`config.mk`:
```
export PLATFORM = sky130hd
export DESIGN_NAME = pipeline_hazard_ctrl
export DESIGN_NICKNAME = d
export VERILOG_FILES = /design/src/rtl/pipeline_hazard_ctrl.sv
export SDC_FILE = /design/constraint.sdc
export NUM_CORES = 1
export LEC_CHECK = 0
export CORE_UTILIZATION = 40
export DETAILED_ROUTE_END_ITERATION = 16
export GPL_TIMING_DRIVEN = 1
export PLACE_DENSITY = 0.87
export SLEW_MARGIN = 20
export SYNTH_ARGS = -nofsm -noshare
export SYNTH_HDL_FRONTEND = slang
export SYNTH_SLANG_ARGS = --single-unit
```
`constraint.sdc`:
```
create_clock -name CLK -period 3.6 [get_ports CLK]
set_input_delay 0.72 -clock CLK [delete_from_list [all_inputs] [get_ports CLK]]
set_output_delay 0.72 -clock CLK [all_outputs]
set_load 0.005 [all_outputs]
```
`src/rtl/pipeline_hazard_ctrl.sv`:
```
// Stall/flush controller for the 5-stage pipeline: drives pipeline register
// enables/flushes and PC control, latches halt, and counts stall cycles.
module pipeline_hazard_ctrl #(
  parameter int unsigned STALL_W = 16,
  parameter logic [5:0]  J_OP    = 6'h02,
  parameter logic [5:0]  JAL_OP  = 6'h03
) (
  input  logic               CLK,
  input  logic               nRST,
  input  logic               ihit,
  input  logic               dhit,
  input  logic [31:0]        IF_instr,
  input  logic               ID_dread,
  input  logic               ID_JR,
  input  logic [4:0]         ID_rt,
  input  logic               EX_BEQ,
  input  logic               EX_BNE,
  input  logic               EX_zero,
  input  logic               EX_dread,
  input  logic               EX_dwrite,
  input  logic               EX_halt,
  input  logic               MEM_halt,
  output logic               IF_EN,
  output logic               ID_EN,
  output logic               EX_EN,
  output logic               MEM_EN,
  output logic               IF_FLUSH,
  output logic               ID_FLUSH,
  output logic               EX_FLUSH,
  output logic               MEM_FLUSH,
  output logic               pc_en,
  output logic [1:0]         pc_sel,
  output logic               halt,
  output logic [STALL_W-1:0] stall_cnt
);

  typedef enum logic [1:0] {
    RUN    = 2'b00,
    DWAIT  = 2'b01,
    HALTED = 2'b10
  } state_t;

  state_t             state_r;
  state_t             state_nxt_s;
  logic               halt_r;
  logic [STALL_W-1:0] stall_cnt_r;

  logic mem_op_s;
  logic adv_s;
  logic taken_s;
  logic luse_s;
  logic jump_s;
  logic instr_unused_s;

  assign mem_op_s = EX_dread | EX_dwrite;
  assign adv_s    = ihit & (~mem_op_s | dhit);
  assign taken_s  = (EX_BEQ & EX_zero) | (EX_BNE & ~EX_zero);
  assign luse_s   = ID_dread & (ID_rt != 5'd0) &
                    ((ID_rt == IF_instr[25:21]) | (ID_rt == IF_instr[20:16]));
  assign jump_s   = (IF_instr[31:26] == J_OP) | (IF_instr[31:26] == JAL_OP);
  // Immediate/function field plays no part in hazard decisions.
  assign instr_unused_s = ^IF_instr[15:0];

  // Next-state and combinational enable/flush/PC decode.
  always_comb begin
    state_nxt_s = state_r;
    IF_EN       = 1'b0;
    ID_EN       = 1'b0;
    EX_EN       = 1'b0;
    MEM_EN      = 1'b0;
    IF_FLUSH    = 1'b0;
    ID_FLUSH    = 1'b0;
    EX_FLUSH    = 1'b0;
    MEM_FLUSH   = 1'b0;
    pc_en       = 1'b0;
    pc_sel      = 2'b00;
    if (!nRST) begin
      // Clear every pipeline register while reset is held.
      IF_FLUSH    = 1'b1;
      ID_FLUSH    = 1'b1;
      EX_FLUSH    = 1'b1;
      MEM_FLUSH   = 1'b1;
      state_nxt_s = RUN;
    end else begin
      case (state_r)
        RUN, DWAIT: begin
          if (state_r == RUN) begin
            if (mem_op_s & ~dhit) begin
              state_nxt_s = DWAIT;
            end else begin
              state_nxt_s = RUN;
            end
          end else begin
            if (dhit) begin
              state_nxt_s = RUN;
            end else begin
              state_nxt_s = DWAIT;
            end
          end

          if (mem_op_s & dhit & ~ihit) begin
            // Data access consumed; the fetch side waits.
            MEM_EN   = 1'b1;
            EX_FLUSH = 1'b1;
          end else if (!adv_s) begin
            MEM_FLUSH = 1'b1;
          end else begin
            IF_EN  = 1'b1;
            ID_EN  = 1'b1;
            EX_EN  = 1'b1;
            MEM_EN = 1'b1;
            if (taken_s) begin
              IF_FLUSH = 1'b1;
              ID_FLUSH = 1'b1;
              EX_FLUSH = 1'b1;
              pc_sel   = 2'b10;
              pc_en    = 1'b1;
            end else if (EX_halt) begin
              IF_FLUSH = 1'b1;
              ID_FLUSH = 1'b1;
              EX_FLUSH = 1'b1;
            end else if (ID_JR) begin
              IF_FLUSH = 1'b1;
              ID_FLUSH = 1'b1;
              pc_sel   = 2'b11;
              pc_en    = 1'b1;
            end else if (luse_s) begin
              // Hold IF/ID, inject a bubble into ID/EX.
              IF_EN    = 1'b0;
              ID_FLUSH = 1'b1;
            end else if (jump_s) begin
              IF_FLUSH = 1'b1;
              pc_sel   = 2'b01;
              pc_en    = 1'b1;
            end else begin
              pc_sel = 2'b00;
              pc_en  = 1'b1;
            end
          end
        end
        HALTED: begin
          state_nxt_s = HALTED;
        end
        default: begin
          state_nxt_s = RUN;
        end
      endcase

      if (MEM_halt) begin
        state_nxt_s = HALTED;
      end else begin
        state_nxt_s = state_nxt_s;
      end
    end
  end

  // State register with sticky halt flag.
  always_ff @(posedge CLK or negedge nRST) begin
    if (!nRST) begin
      state_r <= RUN;
      halt_r  <= 1'b0;
    end else begin
      state_r <= state_nxt_s;
      halt_r  <= (state_nxt_s == HALTED);
    end
  end

  // Saturating stall-cycle counter, frozen once halted.
  always_ff @(posedge CLK or negedge nRST) begin
    if (!nRST) begin
      stall_cnt_r <= '0;
    end else if ((state_r != HALTED) && !pc_en && (stall_cnt_r != {STALL_W{1'b1}})) begin
      stall_cnt_r <= stall_cnt_r + {{(STALL_W-1){1'b0}}, 1'b1};
    end else begin
      stall_cnt_r <= stall_cnt_r;
    end
  end

  assign halt      = halt_r;
  assign stall_cnt = stall_cnt_r;

endmodule

```
# ---- After elaboration in Yosys (flattened, before gate mapping)
# Cells that the tools add are included.
dict set report classes {
  n_addsub 1
  bitwise_logic 17
  div 0
  reduce_logical 6
  mul 0
  muxes 63
  eq_ne 9
  magnitude_cmp 0
  shift 0
}
# operator count
set op_table {}
lappend op_table {{$mux 1} 52}
lappend op_table {{$mux 2} 10}
lappend op_table {{$add 16x1->16 const B} 1}
lappend op_table {{$ne 16x16->1 const B} 1}
lappend op_table {{$eq 6x2->1 const B} 2}
lappend op_table {{$eq 5x5->1} 2}
lappend op_table {{$and 1x1->1} 8}
lappend op_table {{$or 1x1->1} 5}
lappend op_table {{$reduce_bool 5->1} 1}
lappend op_table {{$eq 2x2->1 const B} 2}
lappend op_table {{$not 1->1} 4}
lappend op_table {{$pmux 2 s2} 1}
lappend op_table {{$eq 2x1->1 const B} 1}
lappend op_table {{$logic_and 1x1->1} 2}
lappend op_table {{$logic_not 2->1} 1}
lappend op_table {{$ne 2x2->1 const B} 1}
lappend op_table {{$reduce_or 2->1} 1}
lappend op_table {{$logic_not 1->1} 1}
dict set report word_totals {
  memories 0
  romBits 0
  out_inout_bits 28
  latchBits 0
  ff_bits 19
  mem_bits_rw 0
  inputBits 50
}

# ---- Longest topological paths before layout
# Gate-level depths: netlist of the first run.
dict set report depth {
  word_depth 14
  ltp_mapped 7
  ltp_nobuf 7
}

# ---- Least setup slack after synthesis of the first run
# Ideal clock, no wire load.
dict set report synth_path {
  path_kind {input-to-output}
  from {input port ID_rt[1]}
  to {output port pc_sel[0]}
  t_arrival_ns 1.995
  path_stages 5
  slack_ns 0.885
  path_buffers 0
  cell_sequence {or4_1 -> o21ai_1 -> or2_1 -> a31oi_1 -> nor4b_1}
}
dict set report synth_via {
  elab_chain_len 11
  word_cells_on_any_way 14
}
# element line_no
set synth_rtl {}
lappend synth_rtl {{start: declaration} 15} ;# input logic [4:0] ID_rt,
lappend synth_rtl {{$eq 5x5->1 / $reduce_bool 5->1 (equally long branches)} {59, 58}}
lappend synth_rtl {{$or 1x1->1 / $and 1x1->1 (equally long branches)} {59, 58}}
lappend synth_rtl {{$and 1x1->1 *} 58} ;# assign luse_s = ID_dread & (ID_rt != 5'd0) &
lappend synth_rtl {{$mux 1 *} 127} ;# end else if (luse_s) begin
lappend synth_rtl {{$mux 2 *} 122} ;# end else if (ID_JR) begin
lappend synth_rtl {{$mux 2 *} 118} ;# end else if (EX_halt) begin
lappend synth_rtl {{$mux 2 *} 112} ;# if (taken_s) begin
lappend synth_rtl {{$mux 2 *} 105} ;# end else if (!adv_s) begin
lappend synth_rtl {{$mux 2 *} 101} ;# if (mem_op_s & dhit & ~ihit) begin
lappend synth_rtl {{$mux 2 *} 85} ;# case (state_r)
lappend synth_rtl {{$mux 2 *} 77} ;# if (!nRST) begin
lappend synth_rtl {{end: declaration} 32} ;# output logic [1:0] pc_sel,
# Mark *: on every way between the ends. The rest lies on a longest branch, timed or not.

# ---- Worst setup path in the final report of the first run
# Same ends and word-level chain as after synthesis.

==> impl_metrics.csv, run 1 <==
group,metric,value,unit
detailed_routing,drt-wirelength-per-cell,13.71,µm
floorplanning,core,2877,µm²
detailed_routing,drtAntennaViolNets,0,
critical_path,path_buf_inv,4,
synth,synth_most_common_cell,"xor2_1",
layout,nFillCells,218,
sta,fin_crit_sh,0.9876,
synth,synthAdderAreaFrac,0.009940,
synth,synth_cell_type_count,38,
critical_path,path_common_cell,"buf_4",
critical_path,end_kind,"primary output",
synth,yosysTopAreaCellShare,0.3777,
power,p_leak,0.8529,nW
floorplanning,fp.dieH,58.10,µm
synth,ys_seq_area_frac,0.3777,
power,pwr-share-clk,0.105,
detailed_routing,drt-initial-drc-count,41,
synth,synth-simple-area-share,0.2873,
layout,num_antenna_cells,0,
sta,timing.fmax,0.2813,GHz
clock_tree,cts_tree,"yes",
detailed_routing,first_pass_iters,4,
sta,rsz0062_at_grt,"true",
power,ir_worst_vdd,0.3993,mV
synth,synthCells,129,
synth,synth_xor_xnor_area_share,0.1740,
layout,drive_gt1_frac,0.1379,
layout,nets,255,
clock_tree,hold_buffers,0,
placement,gp_congestion,0.8530,
clock_tree,cts-htree-levels,1,
synth,async_flop_share,1.000,
synth,synth.avg_cell_area,9.757,µm²
critical_path,critPathLaunchType,"input port",
clock_tree,cts_root_buffer,"clkbuf_4",
synth,syn_nets,180,
critical_path,critPathMaxFanout,2,
synth,ys_warn_count,0,
synth,synth_area,1259,µm²
detailed_routing,viasPerCell,5.135,
clock_tree,clkSinkCount,19,
synth,synth.area.mux_share,0.02485,
sta,fin_crit,3.556,ns
global_routing,antenna_found_initial,0,
floorplanning,die_w,58.10,µm
sta,final.setup.tns,0,ns
power,sequentialPowerShare,0.418,
flow_run,maxCapViolCount,0,
synth,synth_compound_area_frac,0.09344,
global_routing,overflow,0,
synth,synth_ff_type,"dfrtp_1",
critical_path,cp_cell_sequence,"clkdlybuf4s50_1, or4_1, o21ai_2, or2_1, buf_4, buf_4, a31oi_1, nor4b_1, dlygate4sd2_1",
global_routing,grt_pass1_wl,5.230,mm
clock_tree,clock_path_buffers,2,
detailed_routing,wl,3.358,mm
floorplanning,start_util,0.4376,
global_routing,grt_use_total,0.2015,
global_routing,first_global_vias,1183,
floorplanning,core.rowCount,19,
critical_path,path_class,"input port to primary output",
sta,setup_viol,0,
power,internal-power,0.6263,mW
critical_path,slowest_delay,0.56,ns
clock_tree,cts_buffers,3,
sta,report.final.slew_viol_count,0,
critical_path,crit_path_top_delay_cell,"or4_1",
synth,yosysTopAreaCell,"dfrtp_1",
floorplanning,dieArea,3375,µm²
power,power_density,485.0,nW/µm²
synth,synth-edff-count,0,
power,switching_share,0.3590,
placement,dp.cells,237,
synth,synth-seq-cells,19,
critical_path,cp_top_family,"simple AND/OR/NAND/NOR gates",
global_routing,grt_max_degree,27,
sta,skew,0.007191,ns
placement,dp_hpwl,2.549,mm
sta,layout_setup_ws,0.04448,ns
layout,stdcell_count,245,
floorplanning,ios,78,
power,combinationalPowerShare,0.476,
clock_tree,clk_pin_slew,0.10,ns
sta,worst_pin_slew,0.4721,ns
sta,relSlewSlack,0.6824,
detailed_routing,vias,1258,
synth,synth_top_family_by_area,"simple AND/OR/NAND/NOR gates",
detailed_routing,drc_errors,0,
placement,portBuffers,60,
layout,syn_to_final_growth,60.04,%
min_path,hp-class,"flip-flop to flip-flop",
synth,synth.area.top_cells,"dfrtp_1 38%, xor2_1 17%, nor3_2 4.8%",
critical_path,critical_path_arrival,2.84,ns
power,switchingPower,0.3508,mW
run_status,outcome,"complete, no violations",
synth,synthTopCellsByCount,"24 x xor2_1, 19 x dfrtp_1, 10 x nand2_1, 10 x nor2_1",
clock_tree,worstSkewPairLatency,0.29,ns
layout,utilization,0.7003,
placement,post-place-ws,-0.1294,ns
sta,hold_violations,0,
critical_path,cp.required,2.88,ns
==> routing by layer <==
layer,vias up,track usage,wire [µm]
li1,607,-,-
met2,55,0.3547,1607
met4,0,0.05102,6
met3,2,0.03348,304
met5,-,0,0
met1,594,0.2567,1440
==> cells by family after synthesis <==
| logic type | Yosys count |
|---|---|
| xor+xnor | 25 |
| buf+inv | 8 |
| fa+ha+maj | 1 |
| flops | 19 |
| compound gates | 16 |
| mux | 3 |
| simple gates | 57 |
==> path summary, 6_finish.rpt <==
path                          startpoint             to  slack (ns)  cells after the start
max                             ID_rt[1]      pc_sel[0]        0.04                      9
min                        stall_cnt[13]  stall_cnt[13]        0.50                      1
max reg2reg                 stall_cnt[0]   stall_cnt[1]        1.53                      7
min reg2reg                stall_cnt[13]  stall_cnt[13]        0.50                      1
max in group asynchronous           nRST   stall_cnt[5]        2.56                      2
min in group asynchronous           nRST   stall_cnt[2]        0.81                      2
==> cells in the final DEF (no fill, tap or decap), drive strengths merged, types with 2 or more instances in the layout <==
cell and count:
a21boi 2, clkdlybuf4s50 54, and4 2, clkbuf 3, nand4 5, mux2i 2, nor3b 2, dlymetal6s2s 2
o31ai 2, o21ai 3, dfrtp 19, a21oi 2, nand2b 4, nor2 10, a31oi 2, nor4 5
and3 3, xor2 24, buf 12, dlygate4sd2 4, nor3 10, nand2 10, inv 6
==> per-stage QoR <==
step / total power [mW] / cell area [µm²] / hold slack, ns
2_1_floorplan: 0.5853 / 1259 / 0.4244
3_3_place_gp: 0.8493 / 1953 / 0.4783
3_5_place_dp: 0.8766 / 1953 / 0.4971
4_1_cts: 0.9835 / 1991 / 0.5107
5_1_grt: 1.047 / 2014 / 0.5277
6_report: 0.9771 / 2014 / 0.5031
==> repair_timing <==
action	in CTS	in global routing
gates resized for setup	4	3
setup buffers	2	2
pin swaps	1	3
setup endpoints to repair	3	3
==> sequential cells by signal (all words and copies together) (netlist names) <==
| register | flops |
|---|---|
| state_r | 2 |
| halt | 1 |
| stall_cnt | 16 |
==> worst reg2reg max path, cell delays in order (launching register included) <==
cell	delay (ns)
dfrtp_1	0.43
ha_1	0.23
and3_1	0.19
and4_1	0.25
nand2b_1	0.11
nand2_1	0.18
nor2_1	0.23
mux2_1	0.34
==> layout make-up <==
class,instances,area [µm²],share of cell area
clock inverters,1,5.005,0.002484
flip-flops and latches,19,475.5,0.2360
well taps,42,52.55,0.02609
repair buffers,72,690.7,0.3429
inverters,6,22.52,0.01118
multi-input cells,102,745.7,0.3702
clock buffers,3,22.52,0.01118
==> power groups by stage <==
stage / clock, mW / combinational, mW / sequential [mW]
after floorplan: 0 / 0.189 / 0.396
after CTS: 0.107 / 0.468 / 0.408
after global routing: 0.118 / 0.507 / 0.423
after detailed placement: 0 / 0.465 / 0.412
final: 0.103 / 0.465 / 0.409
after global placement: 0 / 0.451 / 0.399
Note: power is estimated with default switching activity, not from simulation.
==> run 2, diff against run 1 <==
--- a/config.mk
+++ b/config.mk
@@ -5,10 +5,12 @@
 export SDC_FILE = /design/constraint.sdc
 export NUM_CORES = 1
 export LEC_CHECK = 0
+export CORE_ASPECT_RATIO = 1.5
 export CORE_UTILIZATION = 40
 export DETAILED_ROUTE_END_ITERATION = 16
 export GPL_TIMING_DRIVEN = 1
 export PLACE_DENSITY = 0.87
+export SKIP_CTS_REPAIR_TIMING = 1
 export SLEW_MARGIN = 20
 export SYNTH_ARGS = -nofsm -noshare
 export SYNTH_HDL_FRONTEND = slang
==> impl_metrics.csv, run 2 (synthesis results as in run 1) <==
group,metric,value,unit
layout,largest_register_ffs,16,
sta,rsz0062_at_grt,"false",
critical_path,critPathLaunchType,"input port",
global_routing,first_global_vias,1280,
layout,syn_to_final_growth,60.74,%
sta,hold_violations,0,
placement,portBuffers,60,
floorplanning,ios,78,
run_status,outcome,"complete, no violations",
placement,dp_hpwl,2.790,mm
floorplanning,die_w,47.80,µm
floorplanning,dieArea,3380,µm²
sta,worst_pin_slew,0.4577,ns
detailed_routing,vias,1259,
detailed_routing,viasPerCell,5.290,
detailed_routing,drt-initial-drc-count,24,
layout,num_antenna_cells,0,
critical_path,cp.required,2.88,ns
floorplanning,core,2943,µm²
flow_run,maxCapViolCount,0,
critical_path,path_buf_inv,2,
sta,fin_crit_sh,0.9400,
global_routing,antenna_found_initial,0,
placement,dp.cells,234,
min_path,hold_depth,1,
sta,skew,0.001641,ns
layout,layout_common_cells,"55 x clkdlybuf4s50_1, 24 x xor2_1, 19 x dfrtp_1",
floorplanning,start_util,0.4277,
clock_tree,cts_buffers,3,
layout,nFillCells,268,
critical_path,r2r_start,"stall_cnt[0]",
critical_path,rr_worst_depth,7,
layout,utilization,0.6875,
clock_tree,cts_tree,"yes",
clock_tree,clk_pin_slew,0.07,ns
critical_path,cp_top_family,"buffers and inverters",
floorplanning,core.rowCount,24,
min_path,hp-class,"flip-flop to flip-flop",
critical_path,critical_path_arrival,2.66,ns
layout,stdcell_count,238,
clock_tree,clkSinkCount,19,
global_routing,grt_pass1_wl,5.299,mm
critical_path,critPathMaxFanout,4,
critical_path,slowest_delay,0.56,ns
power,power_density,506.4,nW/µm²
floorplanning,fp.dieH,70.71,µm
placement,gp_congestion,0.7733,
sta,fin_crit,3.384,ns
detailed_routing,drc_errors,0,
critical_path,path_class,"input port to primary output",
clock_tree,worstSkewPairLatency,0.26,ns
detailed_routing,drtAntennaViolNets,0,
global_routing,grt_use_total,0.2149,
min_path,holdPathEnd,"stall_cnt[13]",
power,ir_worst_vdd,0.4911,mV
clock_tree,cts_root_buffer,"clkbuf_8",
layout,final_common_cell,"clkdlybuf4s50_1",
global_routing,overflow,0,
critical_path,path_common_cell,"clkdlybuf4s50_1",
detailed_routing,drt-wirelength-per-cell,14.95,µm
layout,drive_gt1_frac,0.1307,
layout,nets,251,
critical_path,reg2reg_to,"stall_cnt[1]",
critical_path,startpoint,"ID_rt[2]",
sta,relSlewSlack,0.6937,
detailed_routing,first_pass_iters,4,
power,p_leak,0.8716,nW
sta,timing.fmax,0.2955,GHz
sta,setup_viol,0,
min_path,holdCritStartpoint,"stall_cnt[13]",
sta,report.final.slew_viol_count,0,
clock_tree,cts-htree-levels,1,
clock_tree,clock_path_buffers,2,
detailed_routing,wl,3.557,mm
global_routing,grt_max_degree,27,
critical_path,cp_cell_sequence,"clkdlybuf4s50_1, or4_1, o21ai_2, or2_4, o21a_1, clkdlybuf4s50_1",
critical_path,end_kind,"primary output",
critical_path,crit_path_top_delay_cell,"or4_1",
critical_path,rrSetupSlack,1.48,ns
## run 2: cell count changes in the layout (fill, tap and decap cells not counted), moves of 3 or more
cell            before  now
dlymetal6s2s_1       2    5
clkbuf_4             3    0
buf_4               12    8
dlygate4sd2_1        4    0
clkbuf_8             0    3
## run 2: area by class of cell
type,count,area [µm²],share of cell area
inverter,6,22.52,0.01113
sequential,19,475.5,0.2350
clock buffer,4,45.04,0.02226
timing repair buffer,68,673.1,0.3327
multi-input combinational,102,758.2,0.3748
tap,39,48.80,0.02412
## run 2: power by group
group          internal, mW  total (mW)  switching, mW
registers             0.301       0.403          0.101
clock network        0.0788       0.150         0.0708
logic                 0.284       0.472          0.188
total                 0.664        1.02          0.361
## run 2: worst register-to-register path: stages (launching register included)
cell and delay [ns]:
dfrtp_1 0.43, ha_1 0.22, and3_1 0.19, and4_1 0.27, nand2b_1 0.12, nand2_1 0.19
nor2_1 0.25, mux2_1 0.34
## run 2: metrics by stage
| step | TNS [ns] | area (µm²) | setup WS (ns) | power [mW] | hold slack [ns] |
|---|---|---|---|---|---|
| 5_1_grt | 0 | 2023 | 0.1067 | 1.091 | 0.5087 |
| 3_5_place_dp | -0.3359 | 1949 | -0.1389 | 0.8726 | 0.4771 |
| 4_1_cts | -0.3562 | 1994 | -0.1475 | 1.029 | 0.4904 |
| 6_report | 0 | 2023 | 0.2161 | 1.025 | 0.4874 |
| 3_3_place_gp | -0.2473 | 1949 | -0.1374 | 0.8493 | 0.4699 |
| 2_1_floorplan | 0 | 1259 | 0.8854 | 0.5853 | 0.4244 |
## run 2: worst max-delay path by stage
stage	endpoint	slack [ns]	cells after the start
after CTS	pc_sel[0]	-0.15	7
after global placement	pc_sel[0]	-0.14	7
after global routing	IF_EN	0.11	6
after detailed placement	pc_sel[0]	-0.14	7
final	IF_EN	0.22	6
after floorplan	pc_sel[0]	0.89	5
## run 2: layer usage
metal / part of all wire / up-vias / routed length [µm] / global-route usage
li1: - / 595 / - / -
met1: 0.37 / 603 / 1309 / 0.2230
met2: 0.52 / 54 / 1848 / 0.3979
met3: 0.094 / 7 / 336 / 0.03827
met4: 0.017 / 0 / 62 / 0.07407
met5: 0 / - / 0 / 0
